--- config.mk ---
export PLATFORM = sky130hd
export DESIGN_NAME = rpn_sequencer
export DESIGN_NICKNAME = d
export VERILOG_FILES = /design/src/rtl/calc_pkg.sv /design/src/rtl/seq_divider.sv /design/src/rtl/rpn_sequencer.sv
export SDC_FILE = /design/constraint.sdc
export NUM_CORES = 2
export LEC_CHECK = 0
export ABC_CLOCK_PERIOD_IN_PS = 10360
export BUFFER_PORTS_ARGS = -buffer_cell sky130_fd_sc_hd__buf_2
export CORE_MARGIN = 2
export CORE_UTILIZATION = 40
export CTS_BUF_LIST = sky130_fd_sc_hd__clkbuf_16
export DETAILED_ROUTE_END_ITERATION = 12
export PLACE_DENSITY = 0.6
export SETUP_SLACK_MARGIN = 0.02
export SYNTH_ARGS = -nofsm -noshare
export SYNTH_HDL_FRONTEND = slang
export SYNTH_SLANG_ARGS = --single-unit
export TNS_END_PERCENT = 100
--- constraint.sdc ---
create_clock -name clock -period 10.36 [get_ports clock]
set_input_delay 1.036 -clock clock [delete_from_list [all_inputs] [get_ports clock]]
set_output_delay 1.036 -clock clock [all_outputs]
set_load 0.1 [all_outputs]
--- src/rtl/calc_pkg.sv ---
`default_nettype none
// ============================================================================
// Module  : calc_pkg
// Brief   : Opcodes, error codes, sequencer state encoding, default widths.
// Revision: 1.0 - initial release
// ============================================================================
package calc_pkg;

    localparam int WIDTH_DEFAULT = 32;
    localparam int CNT_W_DEFAULT = 6;

    localparam logic [3:0] OP_DIGIT = 4'd0;
    localparam logic [3:0] OP_ENTER = 4'd1;
    localparam logic [3:0] OP_ADD   = 4'd2;
    localparam logic [3:0] OP_SUB   = 4'd3;
    localparam logic [3:0] OP_MUL   = 4'd4;
    localparam logic [3:0] OP_DIV   = 4'd5;
    localparam logic [3:0] OP_MOD   = 4'd6;
    localparam logic [3:0] OP_NEG   = 4'd7;
    localparam logic [3:0] OP_DROP  = 4'd8;
    localparam logic [3:0] OP_CLEAR = 4'd9;

    localparam logic [1:0] ERR_NONE      = 2'd0;
    localparam logic [1:0] ERR_UNDERFLOW = 2'd1;
    localparam logic [1:0] ERR_OVERFLOW  = 2'd2;
    localparam logic [1:0] ERR_DIV_ZERO  = 2'd3;

    typedef enum logic [1:0] {
        S_IDLE    = 2'd0,
        S_DIV_RUN = 2'd1,
        S_POP     = 2'd2,
        S_WRITE   = 2'd3
    } state_t;

endpackage
`default_nettype wire

--- src/rtl/seq_divider.sv ---
`default_nettype none
// ============================================================================
// Module  : seq_divider
// Brief   : Restoring unsigned divider; first step taken on start, done pulse
//           registered so results are valid exactly WIDTH cycles after start.
// Revision: 1.0 - initial release
// ============================================================================
module seq_divider
    import calc_pkg::*;
#(
    parameter int WIDTH = WIDTH_DEFAULT
) (
    input  logic             clock,
    input  logic             reset,
    input  logic             start,
    input  logic [WIDTH-1:0] dividend,
    input  logic [WIDTH-1:0] divisor,
    output logic [WIDTH-1:0] quotient,
    output logic [WIDTH-1:0] remainder,
    output logic             done
);

    localparam int CW = $clog2(WIDTH) + 1;

    logic [WIDTH-1:0] rem_q, rem_d, quo_q, quo_d, dvs_q, dvs_d;
    logic [WIDTH-1:0] src_rem, src_quo;
    logic [WIDTH:0]   trial;
    logic [CW-1:0]    cnt_q, cnt_d;
    logic             run_q, run_d, done_q, done_d;

    always_comb begin
        src_rem = start ? '0 : rem_q;
        src_quo = start ? dividend : quo_q;
        dvs_d   = start ? divisor : dvs_q;
        trial   = {src_rem, src_quo[WIDTH-1]};
        rem_d   = rem_q;
        quo_d   = quo_q;
        cnt_d   = cnt_q;
        run_d   = run_q;
        done_d  = 1'b0;
        if (start || run_q) begin
            quo_d = {src_quo[WIDTH-2:0], 1'b0};
            if (trial >= {1'b0, dvs_d}) begin
                rem_d    = trial[WIDTH-1:0] - dvs_d;
                quo_d[0] = 1'b1;
            end else begin
                rem_d = trial[WIDTH-1:0];
            end
        end
        if (start) begin
            cnt_d = CW'(1);
            run_d = 1'b1;
        end else if (run_q) begin
            cnt_d = cnt_q + CW'(1);
            if (cnt_q == CW'(WIDTH - 1)) begin
                run_d  = 1'b0;
                done_d = 1'b1;
            end
        end
    end

    always_ff @(posedge clock) begin
        if (!reset) begin
            rem_q  <= '0;
            quo_q  <= '0;
            dvs_q  <= '0;
            cnt_q  <= '0;
            run_q  <= 1'b0;
            done_q <= 1'b0;
        end else begin
            rem_q  <= rem_d;
            quo_q  <= quo_d;
            dvs_q  <= dvs_d;
            cnt_q  <= cnt_d;
            run_q  <= run_d;
            done_q <= done_d;
        end
    end

    assign quotient  = quo_q;
    assign remainder = rem_q;
    assign done      = done_q;

endmodule
`default_nettype wire

--- src/rtl/rpn_sequencer.sv ---
`default_nettype none
// ============================================================================
// Module  : rpn_sequencer
// Brief   : RPN command sequencer and ALU driving a 64-entry operand stack.
// Revision: 1.0 - initial release
// ============================================================================
module rpn_sequencer
    import calc_pkg::*;
#(
    parameter int WIDTH = WIDTH_DEFAULT,
    parameter int CNT_W = CNT_W_DEFAULT
) (
    input  logic             clock,
    input  logic             reset,
    input  logic             cmd_valid,
    output logic             cmd_ready,
    input  logic [3:0]       cmd_op,
    input  logic [3:0]       cmd_digit,
    input  logic [WIDTH-1:0] stk_top,
    input  logic [WIDTH-1:0] stk_next,
    input  logic [CNT_W-1:0] stk_count,
    input  logic             stk_error,
    output logic             stk_push,
    output logic             stk_pop,
    output logic             stk_write,
    output logic [WIDTH-1:0] stk_value,
    output logic             stk_reset,
    output logic             busy,
    output logic [1:0]       err_code
);

    localparam logic [WIDTH-1:0] TEN = WIDTH'(10);

    state_t           state_q, state_d;
    logic [3:0]       op_q, op_d;
    logic [WIDTH-1:0] a_q, a_d, b_q, b_d, value_q, value_d;
    logic             push_q, push_d, pop_q, pop_d, write_q, write_d, clear_q, clear_d;
    logic [1:0]       err_q, err_d;
    logic             div_start, div_done, one_elem;
    logic [WIDTH-1:0] div_dividend, div_divisor, div_quo, div_rem;

    // Divider runs on magnitudes; signs are restored from the latched operands.
    assign div_dividend = stk_next[WIDTH-1] ? '0 - stk_next : stk_next;
    assign div_divisor  = stk_top[WIDTH-1]  ? '0 - stk_top  : stk_top;
    assign one_elem     = (stk_count == CNT_W'(1));

    always_comb begin
        state_d   = state_q;
        op_d      = op_q;
        a_d       = a_q;
        b_d       = b_q;
        value_d   = value_q;
        err_d     = err_q;
        push_d    = 1'b0;
        pop_d     = 1'b0;
        write_d   = 1'b0;
        clear_d   = 1'b0;
        div_start = 1'b0;
        case (state_q)
            S_IDLE: begin
                if (cmd_valid) begin
                    op_d = cmd_op;
                    a_d  = stk_next;
                    b_d  = stk_top;
                    case (cmd_op)
                        OP_DIGIT: begin
                            write_d = 1'b1;
                            value_d = stk_top * TEN + {{(WIDTH-4){1'b0}}, cmd_digit};
                            state_d = S_WRITE;
                        end
                        OP_ENTER: begin
                            if (stk_count == '0 || stk_error) begin
                                err_d = ERR_OVERFLOW;
                            end else begin
                                push_d  = 1'b1;
                                state_d = S_WRITE;
                            end
                        end
                        OP_NEG: begin
                            write_d = 1'b1;
                            value_d = '0 - stk_top;
                            state_d = S_WRITE;
                        end
                        OP_DROP: begin
                            if (one_elem) begin
                                write_d = 1'b1;
                                value_d = '0;
                                state_d = S_WRITE;
                            end else begin
                                pop_d   = 1'b1;
                                state_d = S_POP;
                            end
                        end
                        OP_CLEAR: begin
                            clear_d = 1'b1;
                            err_d   = ERR_NONE;
                            state_d = S_WRITE;
                        end
                        OP_ADD, OP_SUB, OP_MUL: begin
                            if (one_elem) begin
                                err_d = ERR_UNDERFLOW;
                            end else begin
                                pop_d   = 1'b1;
                                state_d = S_POP;
                            end
                        end
                        OP_DIV, OP_MOD: begin
                            if (one_elem) begin
                                err_d = ERR_UNDERFLOW;
                            end else if (stk_top == '0) begin
                                err_d = ERR_DIV_ZERO;
                            end else begin
                                div_start = 1'b1;
                                state_d   = S_DIV_RUN;
                            end
                        end
                        // Undefined opcodes still spend one busy cycle, silently.
                        default: state_d = S_WRITE;
                    endcase
                end
            end
            S_DIV_RUN: begin
                if (div_done) begin
                    pop_d   = 1'b1;
                    state_d = S_POP;
                end
            end
            S_POP: begin
                if (op_q == OP_DROP) begin
                    state_d = S_IDLE;
                end else begin
                    write_d = 1'b1;
                    state_d = S_WRITE;
                    case (op_q)
                        OP_ADD:  value_d = a_q + b_q;
                        OP_SUB:  value_d = a_q - b_q;
                        OP_MUL:  value_d = a_q * b_q;
                        OP_DIV:  value_d = (a_q[WIDTH-1] ^ b_q[WIDTH-1]) ? '0 - div_quo : div_quo;
                        default: value_d = a_q[WIDTH-1] ? '0 - div_rem : div_rem;
                    endcase
                end
            end
            default: state_d = S_IDLE;
        endcase
    end

    always_ff @(posedge clock) begin
        if (!reset) begin
            state_q <= S_IDLE;
            op_q    <= '0;
            a_q     <= '0;
            b_q     <= '0;
            value_q <= '0;
            err_q   <= ERR_NONE;
            push_q  <= 1'b0;
            pop_q   <= 1'b0;
            write_q <= 1'b0;
            clear_q <= 1'b0;
        end else begin
            state_q <= state_d;
            op_q    <= op_d;
            a_q     <= a_d;
            b_q     <= b_d;
            value_q <= value_d;
            err_q   <= err_d;
            push_q  <= push_d;
            pop_q   <= pop_d;
            write_q <= write_d;
            clear_q <= clear_d;
        end
    end

    seq_divider #(
        .WIDTH (WIDTH)
    ) u_div (
        .clock     (clock),
        .reset     (reset),
        .start     (div_start),
        .dividend  (div_dividend),
        .divisor   (div_divisor),
        .quotient  (div_quo),
        .remainder (div_rem),
        .done      (div_done)
    );

    assign cmd_ready = (state_q == S_IDLE);
    assign busy      = !cmd_ready;
    assign stk_push  = push_q;
    assign stk_pop   = pop_q;
    assign stk_write = write_q;
    assign stk_value = value_q;
    assign stk_reset = !reset | clear_q;
    assign err_code  = err_q;

endmodule
`default_nettype wire

Word level (Yosys, flattened, before mapping)

Cells that the tools add are included.
W data, S select, Z words.

Flip-flop bits (word level): 212
Input port bits: 82
Output and inout port bits: 40
Word-level logic and storage cells: 139

$add $sub $neg: 9
Multiply operators: 2
$lt $le $gt $ge: 1
Eq/ne operators: 30
Mux-type cells: 53
Bitwise operators: 4
Reduce and logical (&&, ||, !) cells: 23

Operators by type and width:

| kind                    | number |
|---|---|
| $mux W32                | 11 |
| $pmux W32 S4            | 1 |
| $sub A1 B32 Y32 const A | 4 |
| $pmux W32 S3            | 1 |
| $pmux W32 S2            | 1 |
| $sub A32 B32 Y32        | 2 |
| $ge A33 B32 Y1          | 1 |
| $add A32 B32 Y32        | 1 |
| $add A32 B4 Y32         | 1 |
| $logic_not A32 Y1       | 1 |
| $mul A32 B3 Y31 const B | 1 |
| $mul A32 B32 Y32        | 1 |
| $eq A4 B3 Y1 const B    | 6 |
| $mux W1                 | 22 |
| $mux W2                 | 11 |
| $ne A3 B3 Y1 const B    | 6 |
| $eq A4 B2 Y1 const B    | 4 |
| $pmux W2 S4             | 2 |
| $eq A4 B4 Y1 const B    | 3 |
| $reduce_and A6 Y1       | 2 |
| $ne A2 B2 Y1 const B    | 4 |
| $add A6 B1 Y6 const B   | 1 |
| $eq A6 B1 Y1 const B    | 1 |
| $eq A6 B5 Y1 const B    | 1 |
| other kinds (24)        | 33 |

Logic depth before layout (Yosys ltp)

Depth after elaboration: 9
Gate-level depth with buffers: 33
Gate-level depth less buffers: 30

Modules after synthesis

Synthesis repeated with hierarchy kept, for this count alone.

Cells, all modules: 4,418
Area total of the unflattened synthesis: 35,542.8 um2

By module, submodules not included:

| module        | times used | cells an instance | area each (um2) | seq. area each (um2) |
|---|---|---|---|---|
| rpn_sequencer | 1          | 3,632             | 29,164.2        | 2,162.1 |
| seq_divider   | 1          | 786               | 6,378.6         | 2,082.0 |

Worst setup path after synthesis

OpenSTA, ideal clock, no wires.

Path kind: register -> register
From: reg b_q[7]
To: reg value_q[31] (netlist: stk_value[31])
Library setup time: 0.076 ns
Data arrival time: 7.429 ns
Data required time: 10.284 ns
Setup slack: 2.855 ns
Cell stages (with the launch flop): 29
Buffers on the path: 2
Clock period less this slack: 7.505 ns
Path through: dfxtp_1 > clkbuf_1 > clkbuf_1 > and2_1 > fa_1 > fa_1 > inv_1 > fa_1 > fa_1 > inv_1 > ha_1 > ha_1 > fa_1 > inv_1 > fa_1 > inv_1 > ha_1 > and2_1 > a221o_1 > a21oi_1 > a21boi_0 > o311ai_0 > nor3_1 > o31ai_1 > nand2b_1 > a31oi_1 > xnor2_1 > nand3_1 > a31oi_1

Cells in the longest elaborated chain, start to end: 4
Elaborated cells between the ends (all ways): 6
Classes of those cells: 2 x add/sub; 1 x mul; 3 x mux

Ends and longest elaborated chain:

| element                                  | line                 | RTL |
|---|---|---|
| start, declared                          | rpn_sequencer.sv:36  | `logic [WIDTH-1:0] a_q, a_d, b_q, b_d, value_q, value_d;` |
| start signal, assigned                   | rpn_sequencer.sv:152 | `b_q <= '0;` |
| start signal, assigned                   | rpn_sequencer.sv:163 | `b_q <= b_d;` |
| $mul A32 B32 Y32 (tied with other cells) | rpn_sequencer.sv:137 | `OP_MUL: value_d = a_q * b_q;` |
| $pmux W32 S4 (*)                         | rpn_sequencer.sv:134 | `case (op_q)` |
| $mux W32 (*)                             | rpn_sequencer.sv:129 | `if (op_q == OP_DROP) begin` |
| $pmux W32 S2 (*)                         | rpn_sequencer.sv:59  | `case (state_q)` |
| end signal, assigned                     | rpn_sequencer.sv:164 | `value_q <= value_d;` |
| end, declared                            | rpn_sequencer.sv:36  |  |

Mark *: on every way between the ends. The rest lies on a longest branch, timed or not. The select of a mux whose other input is x is not followed.
A chain may end at the register's enable or synchronous reset.

Worst setup path in the final report

From: reg a_q[7]
To: reg value_q[30] (netlist: stk_value[30])

Cells in the longest elaborated chain, start to end: 4
Elaborated cells between the ends (all ways): 6
Classes of those cells: 2 x add/sub; 1 x mul; 3 x mux

Ends and longest elaborated chain:

| element                                  | line                 | RTL |
|---|---|---|
| start, declared                          | rpn_sequencer.sv:36  |  |
| start signal, assigned                   | rpn_sequencer.sv:151 | `a_q <= '0;` |
| start signal, assigned                   | rpn_sequencer.sv:162 | `a_q <= a_d;` |
| $mul A32 B32 Y32 (tied with other cells) | rpn_sequencer.sv:137 |  |
| $pmux W32 S4 (*)                         | rpn_sequencer.sv:134 |  |
| $mux W32 (*)                             | rpn_sequencer.sv:129 |  |
| $pmux W32 S2 (*)                         | rpn_sequencer.sv:59  |  |

Marked as above.

==> metrics.md <==
| Metric | Value |
|---|---|
| Final setup violation count | 0 |
| Flop2flop setup slack | 1.73 ns |
| RR Endpoint | stk_value[30]$_SDFFE_PN0P_ |
| Yosys cell types | 96 |
| Worst r2r src | a_q[7]$_SDFFE_PN0P_ |
| 1st-pass router iterations | 6 |
| Mean Syn Cell Area | 8.046 µm² |
| GRT Util Overall | 0.2772 |
| Syn-to-layout area delta | 7.664% |
| Total number of yosys warnings | 0 |
| CTS buffer count | 29 |
| DRT antenna net count | 0 |
| Syn Inst Count | 4,283 |
| CP Class | reg -> reg |
| Synth top area cells | fa_1 (24%), dfxtp_1 (12%), ha_1 (9.1%) |
| CTS sink count | 212 |
| H-tree Lvls | 1 |
| Maximum clock rate | 115.8 MHz |
| Critical Path Source Type | flop |
| WL final | 124,100 µm |
| Placed insts | 5,374 |
| WHS | 0.4489 ns |
| R2R cell count | 26 |
| Mapped Nets | 5,029 |
| Worst min-delay path class | reg -> reg |
| Slew headroom | 0.1846 |
| Pleak | 16.69 nW |
| Post-synth top flop | dfxtp_1 |
| Max-slew violations | 0 |
| Share of flip-flops with an asynchronous set or reset | 0 |
| Hold Crit Depth | 2 |
| Worst Setup Slack, final | 1.725 ns |
| Tmin final | 8.635 ns |
| Clk buf depth | 3 |
| Min-Delay Endpoint | stk_value[27]$_SDFFE_PN0P_ |
| Post-cts resize count | 0 |
| Fill count | 8,659 |
| Placer Congestion | 1.006 |
| Nets | 5,007 |
| PwrDens | 155.3 nW/µm² |
| Sequential fraction of the synthesis area | 0.1231 |
| Critical Path Sink Type | flop |
| Number of synthesized register bits | 212 |
| Status | finished, final reports clean |
| CP Data Required Time | 10.78 ns |
| Hold path start | stk_value[27]$_SDFFE_PN0P_ |
| Max_cap viols | 0 |
| Sum Neg Setup Slack | 0 ns |
| Vias in the first global route | 30,110 |
| Final hold violation count | 0 |
| Worst slack, placed | 1.705 ns |
| Ports | 122 |
| IO buf count | 121 |
| Arrival @ worst endpoint | 9.05 ns |
| Drt via density | 5.651 |
| Hpwl dp | 95,720 µm |
| # DRC | 0 |
| Post-Synthesis Cell Area | 34,460 µm² |
| Peak VDD IR | 176.0 µV |
| CTS tree | built |
| Skew-Pair Late Insertion Delay | 0.61 ns |
| Layout cells sized above 1 | 0.06839 |
| RSZ-0062 raised after global routing | false |
| Fin crit share | 0.8334 |
| Grt total ovfl | 0 |
| Die Span X | 297.5 µm |
| Via Count | 30,690 |
| Die area | 88,520 µm² |
| CP max FO | 27 |
| Row count | 107 |
| Initial antenna violation count | 3 |
| Worst Max-Slew Pin Slew | 1.221 ns |
| Core area | 85,280 µm² |
| Global-route wire length before repair | 189,300 µm |
| PnR Total Power | 0.005762 W |
| Clock Skews | 0.04643 ns |
| Post-cts hold buffer count | 0 |
| CTS clk-pin slew, worst paths | 0.08 ns |
| Synth area leader | fa_1 |
| Initial Utilization | 0.4041 |
| Buffer count from post-CTS setup fixing | 0 |
| Post-DR wirelength/cell | 22.85 µm |
| Clock root buffer | clkbuf_16 |
| Final instance count without filler cells | 5,430 |
| Largest net degree at the start of global routing | 98 |
| Area share of the largest cell type after synthesis | 0.2393 |
| DRT iter0 DRCs | 2,702 |
| Number of synthesized flops with an enable pin | 0 |
| Die height | 297.5 µm |
==> cells in the final DEF, fill, tap and decap left out, types with 12 or more instances in the layout <==
master	instances
o211ai_1	14
a21o_1	36
a211oi_1	73
buf_4	69
dfxtp_1	211
nor3_1	72
nor2_1	269
ha_1	252
nand4_1	15
clkbuf_16	29
mux2i_1	40
inv_1	477
fa_1	412
nor4_1	17
o22ai_1	14
xor2_1	152
nand3_1	42
o31ai_1	36
o21ai_0	134
and2_1	345
o211a_1	15
a31oi_1	17
nor2b_1	30
o221ai_1	26
xnor2_1	205
nand2b_1	40
and3_1	13
or4_1	12
o41ai_1	18
or3_1	31
nand2_1	546
a221oi_1	38
buf_2	121
o21a_1	23
a21oi_1	269
or2_2	14
==> critical path: stages, from the launching register on <==
cell and delay, ns:
dfxtp_1 1.14, and2_1 0.28, fa_1 0.42, inv_1 0.09, fa_1 0.42, fa_1 0.52
fa_1 0.50, inv_1 0.04, ha_1 0.29, ha_1 0.32, fa_1 0.55, inv_1 0.06
fa_1 0.53, inv_1 0.05, ha_1 0.29, inv_1 0.12, nor2_1 0.05, a311o_1 0.39
o41ai_1 0.43, o21ai_0 0.17, nand2_1 0.15, o21ai_0 0.21, a31oi_1 0.42, nor2b_1 0.24
mux2_2 0.36, a221oi_1 0.36, a2111oi_2 0.08
==> stage by stage <==
| step | cell area, µm² | utilization |
|---|---|---|
| 3_5_place_dp | 36100 | 0.4233 |
| 5_1_grt | 37100 | 0.4351 |
| 6_report | 37100 | 0.4351 |
| 3_3_place_gp | 36100 | 0.4233 |
| 2_1_floorplan | 34460 | - |
| 4_1_cts | 37100 | 0.4350 |
==> worst max path at each step <==
stage,from,end
final,a_q[7]$_SDFFE_PN0P_,stk_value[30]$_SDFFE_PN0P_
after global routing,a_q[7]$_SDFFE_PN0P_,stk_value[30]$_SDFFE_PN0P_
after CTS,a_q[7]$_SDFFE_PN0P_,stk_value[30]$_SDFFE_PN0P_
after detailed placement,stk_top[1],u_div.remainder[16]$_SDFFE_PN0P_
after global placement,stk_top[1],u_div.remainder[16]$_SDFFE_PN0P_
after floorplan,b_q[7]$_SDFFE_PN0P_,stk_value[31]$_SDFFE_PN0P_
==> sequential cells by signal, indices dropped and copies added (netlist names), 2 cells and up <==
register / flops
b_q: 32
u_div.dvs_q: 32
state_q: 2
a_q: 32
u_div.remainder: 32
u_div.cnt_q: 6
u_div.quotient: 32
op_q: 4
stk_value: 32
err_code: 2
==> cells in the mapped netlist (all sizes together) (43+ instances only) <==
master / number
and2: 346
a21oi: 272
nor2: 270
nand3: 43
a211oi: 73
fa: 412
inv: 475
xnor2: 205
clkbuf: 213
dfxtp: 212
nand2: 549
o21ai: 138
ha: 252
xor2: 152
nor3: 73
==> layer usage <==
layer,share of wire,global-route usage,vias up,wire length (µm)
li1,-,-,14060,-
met1,0.43,0.3809,15080,53350
met2,0.44,0.4320,1249,54660
met3,0.072,0.03330,290,8906
met4,0.058,0.1342,4,7145
met5,0.00019,0,-,23
==> area by class of cell <==
type | instances | area, µm² | area share
multi-input cells | 3351 | 27510 | 0.7413
diodes | 2 | 5.005 | 0.0001349
clock buffers | 29 | 725.7 | 0.01956
repair buffers | 190 | 1124 | 0.03028
flip-flops and latches | 212 | 4245 | 0.1144
well taps | 1144 | 1431 | 0.03858
inverters | 477 | 1795 | 0.04839
clock inverters | 25 | 272.8 | 0.007351
==> power breakdown <==
part / switching (W) / internal [W] / total (W) / leakage (nW)
combinational: 0.00237 / 0.00119 / 0.00356 / 14.5
sequential: 0.000221 / 0.000911 / 0.00113 / 1.73
clock: 0.000456 / 0.000619 / 0.00107 / 0.473
==> kinds of logic (layout without fill, tap and decap cells) <==
family | after synthesis | count (layout) | synth area share
adder cells (fa/ha/maj) | 665 | 665 | 0.3311
multiplexers | 41 | 41 | 0.01194
buffers and inverters | 720 | 721 | 0.07958
AND/OR/NAND/NOR | 1485 | 1485 | 0.2104
other | 0 | 2 | 0
AO/OA/AOI/OAI | 802 | 802 | 0.1524
flip-flops | 212 | 212 | 0.1231
XOR/XNOR | 358 | 358 | 0.09138
Power figures use the tool's default switching activity.
